[src/rtl/fpu_scoreboard.sv]
// fpu_scoreboard: in-order expected/actual FPU result checker with counters and first-fail capture.
// Optional define FPU_SB_NAN_CANON_EN: any NaN matches any NaN in the data compare.
`default_nettype none

module fpu_scoreboard #(
  parameter int WIDTH        = 32,
  parameter int EXP_W        = 8,
  parameter int DEPTH        = 16,
  parameter int CNT_W        = 16,
  parameter int STOP_ON_FAIL = 0
) (
  input  logic             clk,
  input  logic             rst_n,
  input  logic             i_clear,
  input  logic             i_exp_valid,
  output logic             o_exp_ready,
  input  logic [WIDTH-1:0] i_exp_data,
  input  logic [4:0]       i_exp_flags,
  input  logic             i_dut_valid,
  input  logic [WIDTH-1:0] i_dut_data,
  input  logic [4:0]       i_dut_flags,
  output logic [CNT_W-1:0] o_pass_cnt,
  output logic [CNT_W-1:0] o_fail_cnt,
  output logic [CNT_W-1:0] o_flag_fail_cnt,
  output logic [CNT_W-1:0] o_case_idx,
  output logic             o_underrun_err,
  output logic             o_first_fail_vld,
  output logic [CNT_W-1:0] o_first_fail_idx,
  output logic [WIDTH-1:0] o_first_fail_got,
  output logic [WIDTH-1:0] o_first_fail_exp,
  output logic             o_halted,
  output logic             o_fifo_empty,
  output logic             o_fifo_full
);

  localparam int AW = $clog2(DEPTH);
  localparam int EW = WIDTH + 5;
  localparam logic [AW:0]      PTR_ONE = {{AW{1'b0}}, 1'b1};
  localparam logic [CNT_W-1:0] CNT_ONE = {{(CNT_W-1){1'b0}}, 1'b1};

  localparam logic [1:0] S_IDLE = 2'd0;
  localparam logic [1:0] S_RUN  = 2'd1;
  localparam logic [1:0] S_HALT = 2'd2;

  logic [1:0]       r_state;
  logic [1:0]       w_state_nxt;
  logic [EW-1:0]    r_mem [DEPTH];
  logic [AW:0]      r_wr_ptr;
  logic [AW:0]      r_rd_ptr;
  logic [CNT_W-1:0] r_pass_cnt;
  logic [CNT_W-1:0] r_fail_cnt;
  logic [CNT_W-1:0] r_flag_fail_cnt;
  logic [CNT_W-1:0] r_case_idx;
  logic             r_underrun_err;
  logic             r_ff_vld;
  logic [CNT_W-1:0] r_ff_idx;
  logic [WIDTH-1:0] r_ff_got;
  logic [WIDTH-1:0] r_ff_exp;

  logic             w_empty;
  logic             w_full;
  logic             w_active;
  logic             w_push;
  logic             w_pop;
  logic             w_underrun;
  logic [EW-1:0]    w_head;
  logic [WIDTH-1:0] w_head_data;
  logic [4:0]       w_head_flags;
  logic             w_data_match;
  logic             w_flag_match;
  logic             w_stop;

  function automatic logic [CNT_W-1:0] f_sat_inc(input logic [CNT_W-1:0] v);
    return (&v) ? v : v + CNT_ONE;
  endfunction

  assign w_empty      = (r_wr_ptr == r_rd_ptr);
  assign w_full       = (r_wr_ptr[AW] != r_rd_ptr[AW]) &&
                        (r_wr_ptr[AW-1:0] == r_rd_ptr[AW-1:0]);
  assign w_head       = r_mem[r_rd_ptr[AW-1:0]];
  assign w_head_data  = w_head[EW-1:5];
  assign w_head_flags = w_head[4:0];
  assign w_active     = (r_state != S_HALT);
  assign w_push       = i_exp_valid && o_exp_ready;
  assign w_pop        = i_dut_valid && !w_empty && w_active;
  assign w_underrun   = i_dut_valid && w_empty && w_active;
  assign w_flag_match = (w_head_flags == i_dut_flags);
  assign w_stop       = (STOP_ON_FAIL != 0) && w_pop && !w_data_match;

`ifdef FPU_SB_NAN_CANON_EN
  localparam int MAN_W = WIDTH - 1 - EXP_W;

  function automatic logic f_is_nan(input logic [WIDTH-1:0] x);
    return (&x[WIDTH-2 -: EXP_W]) && (|x[MAN_W-1:0]);
  endfunction

  assign w_data_match = (w_head_data == i_dut_data) ||
                        (f_is_nan(w_head_data) && f_is_nan(i_dut_data));
`else
  assign w_data_match = (w_head_data == i_dut_data);
`endif

  always_ff @(posedge clk or negedge rst_n) begin
    if (!rst_n) begin
      r_state <= S_IDLE;
    end else if (i_clear) begin
      r_state <= S_IDLE;
    end else begin
      r_state <= w_state_nxt;
    end
  end

  always_comb begin
    w_state_nxt = r_state;
    case (r_state)
      S_IDLE: begin
        if (w_stop) w_state_nxt = S_HALT;
        else if (w_push) w_state_nxt = S_RUN;
      end
      S_RUN: begin
        if (w_stop) w_state_nxt = S_HALT;
      end
      S_HALT:  w_state_nxt = S_HALT;
      default: w_state_nxt = S_IDLE;
    endcase
  end

  // A full FIFO refuses pushes even when a pop frees a slot in the same cycle.
  always_comb begin
    o_exp_ready = 1'b0;
    o_halted    = 1'b0;
    case (r_state)
      S_IDLE, S_RUN: o_exp_ready = !w_full;
      S_HALT:        o_halted    = 1'b1;
      default:       o_exp_ready = 1'b0;
    endcase
  end

  always_ff @(posedge clk) begin
    if (w_push && !i_clear) begin
      r_mem[r_wr_ptr[AW-1:0]] <= {i_exp_data, i_exp_flags};
    end
  end

  always_ff @(posedge clk or negedge rst_n) begin
    if (!rst_n) begin
      r_wr_ptr        <= '0;
      r_rd_ptr        <= '0;
      r_pass_cnt      <= '0;
      r_fail_cnt      <= '0;
      r_flag_fail_cnt <= '0;
      r_case_idx      <= '0;
      r_underrun_err  <= 1'b0;
      r_ff_vld        <= 1'b0;
      r_ff_idx        <= '0;
      r_ff_got        <= '0;
      r_ff_exp        <= '0;
    end else if (i_clear) begin
      r_wr_ptr        <= '0;
      r_rd_ptr        <= '0;
      r_pass_cnt      <= '0;
      r_fail_cnt      <= '0;
      r_flag_fail_cnt <= '0;
      r_case_idx      <= '0;
      r_underrun_err  <= 1'b0;
      r_ff_vld        <= 1'b0;
      r_ff_idx        <= '0;
      r_ff_got        <= '0;
      r_ff_exp        <= '0;
    end else begin
      if (w_push) r_wr_ptr <= r_wr_ptr + PTR_ONE;
      if (w_underrun) r_underrun_err <= 1'b1;
      if (w_pop) begin
        r_rd_ptr   <= r_rd_ptr + PTR_ONE;
        r_case_idx <= f_sat_inc(r_case_idx);
        if (w_data_match) begin
          r_pass_cnt <= f_sat_inc(r_pass_cnt);
        end else begin
          r_fail_cnt <= f_sat_inc(r_fail_cnt);
          if (!r_ff_vld) begin
            r_ff_vld <= 1'b1;
            r_ff_idx <= r_case_idx;
            r_ff_got <= i_dut_data;
            r_ff_exp <= w_head_data;
          end
        end
        if (!w_flag_match) r_flag_fail_cnt <= f_sat_inc(r_flag_fail_cnt);
      end
    end
  end

  assign o_pass_cnt       = r_pass_cnt;
  assign o_fail_cnt       = r_fail_cnt;
  assign o_flag_fail_cnt  = r_flag_fail_cnt;
  assign o_case_idx       = r_case_idx;
  assign o_underrun_err   = r_underrun_err;
  assign o_first_fail_vld = r_ff_vld;
  assign o_first_fail_idx = r_ff_idx;
  assign o_first_fail_got = r_ff_got;
  assign o_first_fail_exp = r_ff_exp;
  assign o_fifo_empty     = w_empty;
  assign o_fifo_full      = w_full;

endmodule

`default_nettype wire

[config.mk]
export PLATFORM = sky130hd
export DESIGN_NAME = fpu_scoreboard
export DESIGN_NICKNAME = d
export VERILOG_FILES = /design/src/rtl/fpu_scoreboard.sv
export SDC_FILE = /design/constraint.sdc
export NUM_CORES = 1
export LEC_CHECK = 0
export CORE_MARGIN = 8
export CORE_UTILIZATION = 49
export CTS_BUF_LIST = sky130_fd_sc_hd__clkbuf_16
export DETAILED_ROUTE_END_ITERATION = 6
export MAX_ROUTING_LAYER = met4
export PLACE_DENSITY = 0.66
export SYNTH_ARGS = -nofsm -noshare
export SYNTH_HDL_FRONTEND = slang
export SYNTH_SLANG_ARGS = --single-unit
export TNS_END_PERCENT = 50
[constraint.sdc]
create_clock -name clk -period 8.78 [get_ports clk]
set_clock_uncertainty 0.15 [all_clocks]
set_input_delay 0.878 -clock clk [delete_from_list [all_inputs] [get_ports clk]]
set_output_delay 0.878 -clock clk [all_outputs]
set_load 0.02 [all_outputs]
==> parameters.txt <==
Parameter                              Value

Critical path
  Largest driver fanout on the critical path ... 59
  Endpoint required time on the critical path ... 9110 ps
  Type of origin of the critical path ... flop
  Arrival time at the worst endpoint ... 6140 ps
  Number of cell instances on the worst register-to-register path ... 11
  CP Capture Type ... flop
  Kind of critical path ... reg -> reg

STA
  Share of the clock period used by the worst path after layout ... 66.11%
  Setup repair after global routing missed its margin ... no
  Final setup fails ... 0
  Headroom to the max-slew limit ... 11.14%
  Final Hold Violating Endpoints ... 0
  Final setup margin ... 2976 ps
  Shortest period the worst path allows ... 5804 ps
  Least-Margin Pin Slew ... 1333 ps
  Achievable Freq ... 172.3 MHz
  Max Transition Viols Final ... 0
  Total negative slack ... 0 ps

Drt
  Router iterations before antenna repair ... 6
  # DRC ... 0
  Total wire length ... 87890 um
  Via-to-Cell Ratio ... 6.113
  Drt initial violations ... 2317
  Routed len/inst ... 27.81 um
  Antenna-violating nets left ... 0
  Count of vias placed by the detailed router ... 19320

Synth
  Average footprint of a synthesized cell ... 15.50 um2
  Post-synthesis sequential element count ... 750
  Net count of the mapped netlist ... 2113
  Post-synth cell types ... 70
  Top_reg_cell synth ... edfxtp_1
  Count of flip-flops with a built-in enable after synthesis ... 592
  Number of instances in the synthesized netlist ... 2025
  Library cell with the largest summed area after synthesis ... edfxtp_1
  Synth warnings ... 0
  Fraction of synthesized cell area taken by the top area cell type ... 56.66%
  Sequential element share of the synthesized area ... 69.26%
  Syn Std Cell Area ... 31380 um2
  Ranking of synthesized cells by area ... edfxtp_1, dfrtp_1, mux4_2
  Fraction of registers with async set/reset ... 21.07%

Power and ir drop
  Leakage power of the design ... 12.49 nW
  Power density over cell area ... 230.4 nW/um2
  Peak supply drop ... 0.0001210 V

GRT
  Number of global-route vias before repair ... 18960
  Number of antenna violations at the first check in global routing ... 6
  Total GRT Usage ... 24.66%
  Largest net degree at the start of global routing ... 100
  First-pass GRT wire length ... 127600 um
  GRT overflow ... 0

Place
  Pre-CTS setup slack ... 3038 ps
  Post-DP HPWL ... 52970 um
  Placed inst area ... 34480 um2
  Routability congestion estimate from global placement ... 0.9216
  Count of input and output buffers ... 228

Layout
  Final standard cell utilization of the core ... 58.53%
  Finished layout cell area ... 36990 um2
  Proportion of layout cells with a drive suffix above 1 ... 13.95%
  Layout net count ... 2335
  Area Overhead vs Synth ... 17.87%

Outcome
  Run status ... complete, no violations

Clock tree
  Maximum clock insertion buffer count ... 3
  TritonCTS buffer count ... 77
  Htree depth ... 3
  Root Buffer Master ... clkbuf_16
  Source-to-sink clock delay at the later pin of the worst-skew pair ... 630 ps
  Postcts setup bufs ... 0
  Clock net sink count ... 750
  Number of hold buffers added after CTS ... 0
  Number of gates resized after CTS ... 0
  TritonCTS clock tree ... yes
  CTS clk-pin slew, worst paths ... 60 ps

Floorplan
  Initial cell density of the core ... 49.65%
  DIE HEIGHT ... 269.1 um
  Std-Cell Rows ... 92
  Horiz. Die Dim ... 269.1 um
  Number of ports placed on the die boundary ... 229
  Die Footprint ... 72390 um2
  Core region area ... 63200 um2

Run
  Max-capacitance violation count ... 0

Min path
  Hold/Removal Path Class ... in -> async
## cell families after synthesis
family,after synthesis,synth area share (%)
simple gates,436,6.887
compound gates,355,7.110
fa+ha+maj,9,0.3589
buf+inv,140,2.341
mux,267,12.15
flops,750,69.26
xor+xnor,68,1.898
## power breakdown
part	internal (mW)	switching, mW
sequential	3.92	0.0779
combinational	0.533	0.758
clock	1.87	1.36
## registers in the layout, summed over array words and instances (netlist names)
signal and cells:
o_first_fail_exp 32, r_state 2, o_first_fail_idx 16, o_flag_fail_cnt 16, r_wr_ptr 5, o_first_fail_got 32
o_underrun_err 1, o_fail_cnt 16, r_rd_ptr 5, o_pass_cnt 16, o_first_fail_vld 1, r_mem 592
o_case_idx 16
## layout make-up
cell class              count  area [um2]
inverters                  16       60.06
multi-input cells        1135        9031
flip-flops and latches    750       21740
clock inverters            61       516.7
repair buffers            267        2586
fillers                  4714       26210
well taps                 846        1059
diodes                      6       15.01
clock buffers              79        1977
## metal layers
metal	share of wire, %	global-route usage [%]
met1	41	32.61
met2	48	39.05
met3	8.2	3.948
met4	3.1	8.305
met5	0	-
## final timing paths
kind / endpoint / startpoint / slack, ps
min in group clk: o_underrun_err / o_underrun_err / 360
worst max register to register: o_fail_cnt[0] / r_rd_ptr[1] / 2980
worst max-delay path: o_fail_cnt[0] / r_rd_ptr[1] / 2980
max in group asynchronous: o_first_fail_got[23] / rst_n / 6790
worst min-delay path: o_fail_cnt[4] / rst_n / 230
worst min register to register: o_underrun_err / o_underrun_err / 360
## cell usage after synthesis (18+ instances only)
master      n
nand2_1    89
buf_2      23
mux2_2     50
nor3_1     22
mux2i_1   112
a21oi_1   106
nor2_1    106
o21ai_0    80
nand3_1    83
nor2b_1    18
mux2_1     21
o22ai_1    31
mux4_2     84
dfrtp_1   158
xnor2_1    31
and3_1     21
xor2_1     37
a211oi_1   19
a22oi_1    39
edfxtp_1  592
nand4_1    23
clkbuf_1   67
## cells in the final DEF, fill, tap and decap left out, types with 31 or more instances in the layout
cell             synthesis  routed
edfxtp_1               592     592
clkdlybuf4s50_1          0     226
dfrtp_1                158     154
mux2i_1                112     112
a21oi_1                106     106
nor2_1                 106      93
nand2_1                 89      89
mux4_2                  84      84
nand3_1                 83      83
o21ai_0                 80      80
clkbuf_16                0      79
mux2_2                  50      50
a22oi_1                 39      39
buf_4                    5      39
xor2_1                  37      37
xnor2_1                 31      31
o22ai_1                 31      31
## worst max-delay path, stage by stage (launching register included)
cell	delay (ps)
dfrtp_2	330
buf_4	560
nand2b_1	940
o22ai_1	380
or2_2	400
a221oi_1	630
a22oi_1	270
nor4_2	230
and4_2	610
buf_4	550
nor2_1	160
mux2_1	340
## stage by stage
step | cells | total power [mW] | hold WS [ps]
2_1_floorplan | 2025 | 4.896 | 358.3
3_3_place_gp | 3014 | 5.339 | 328.5
3_5_place_dp | 3014 | 5.358 | 337.6
4_1_cts | 3154 | 8.576 | 244.8
5_1_grt | 3160 | 8.799 | 302.3
6_report | 3160 | 8.520 | 230.9
Power figures use the tool's default switching activity.
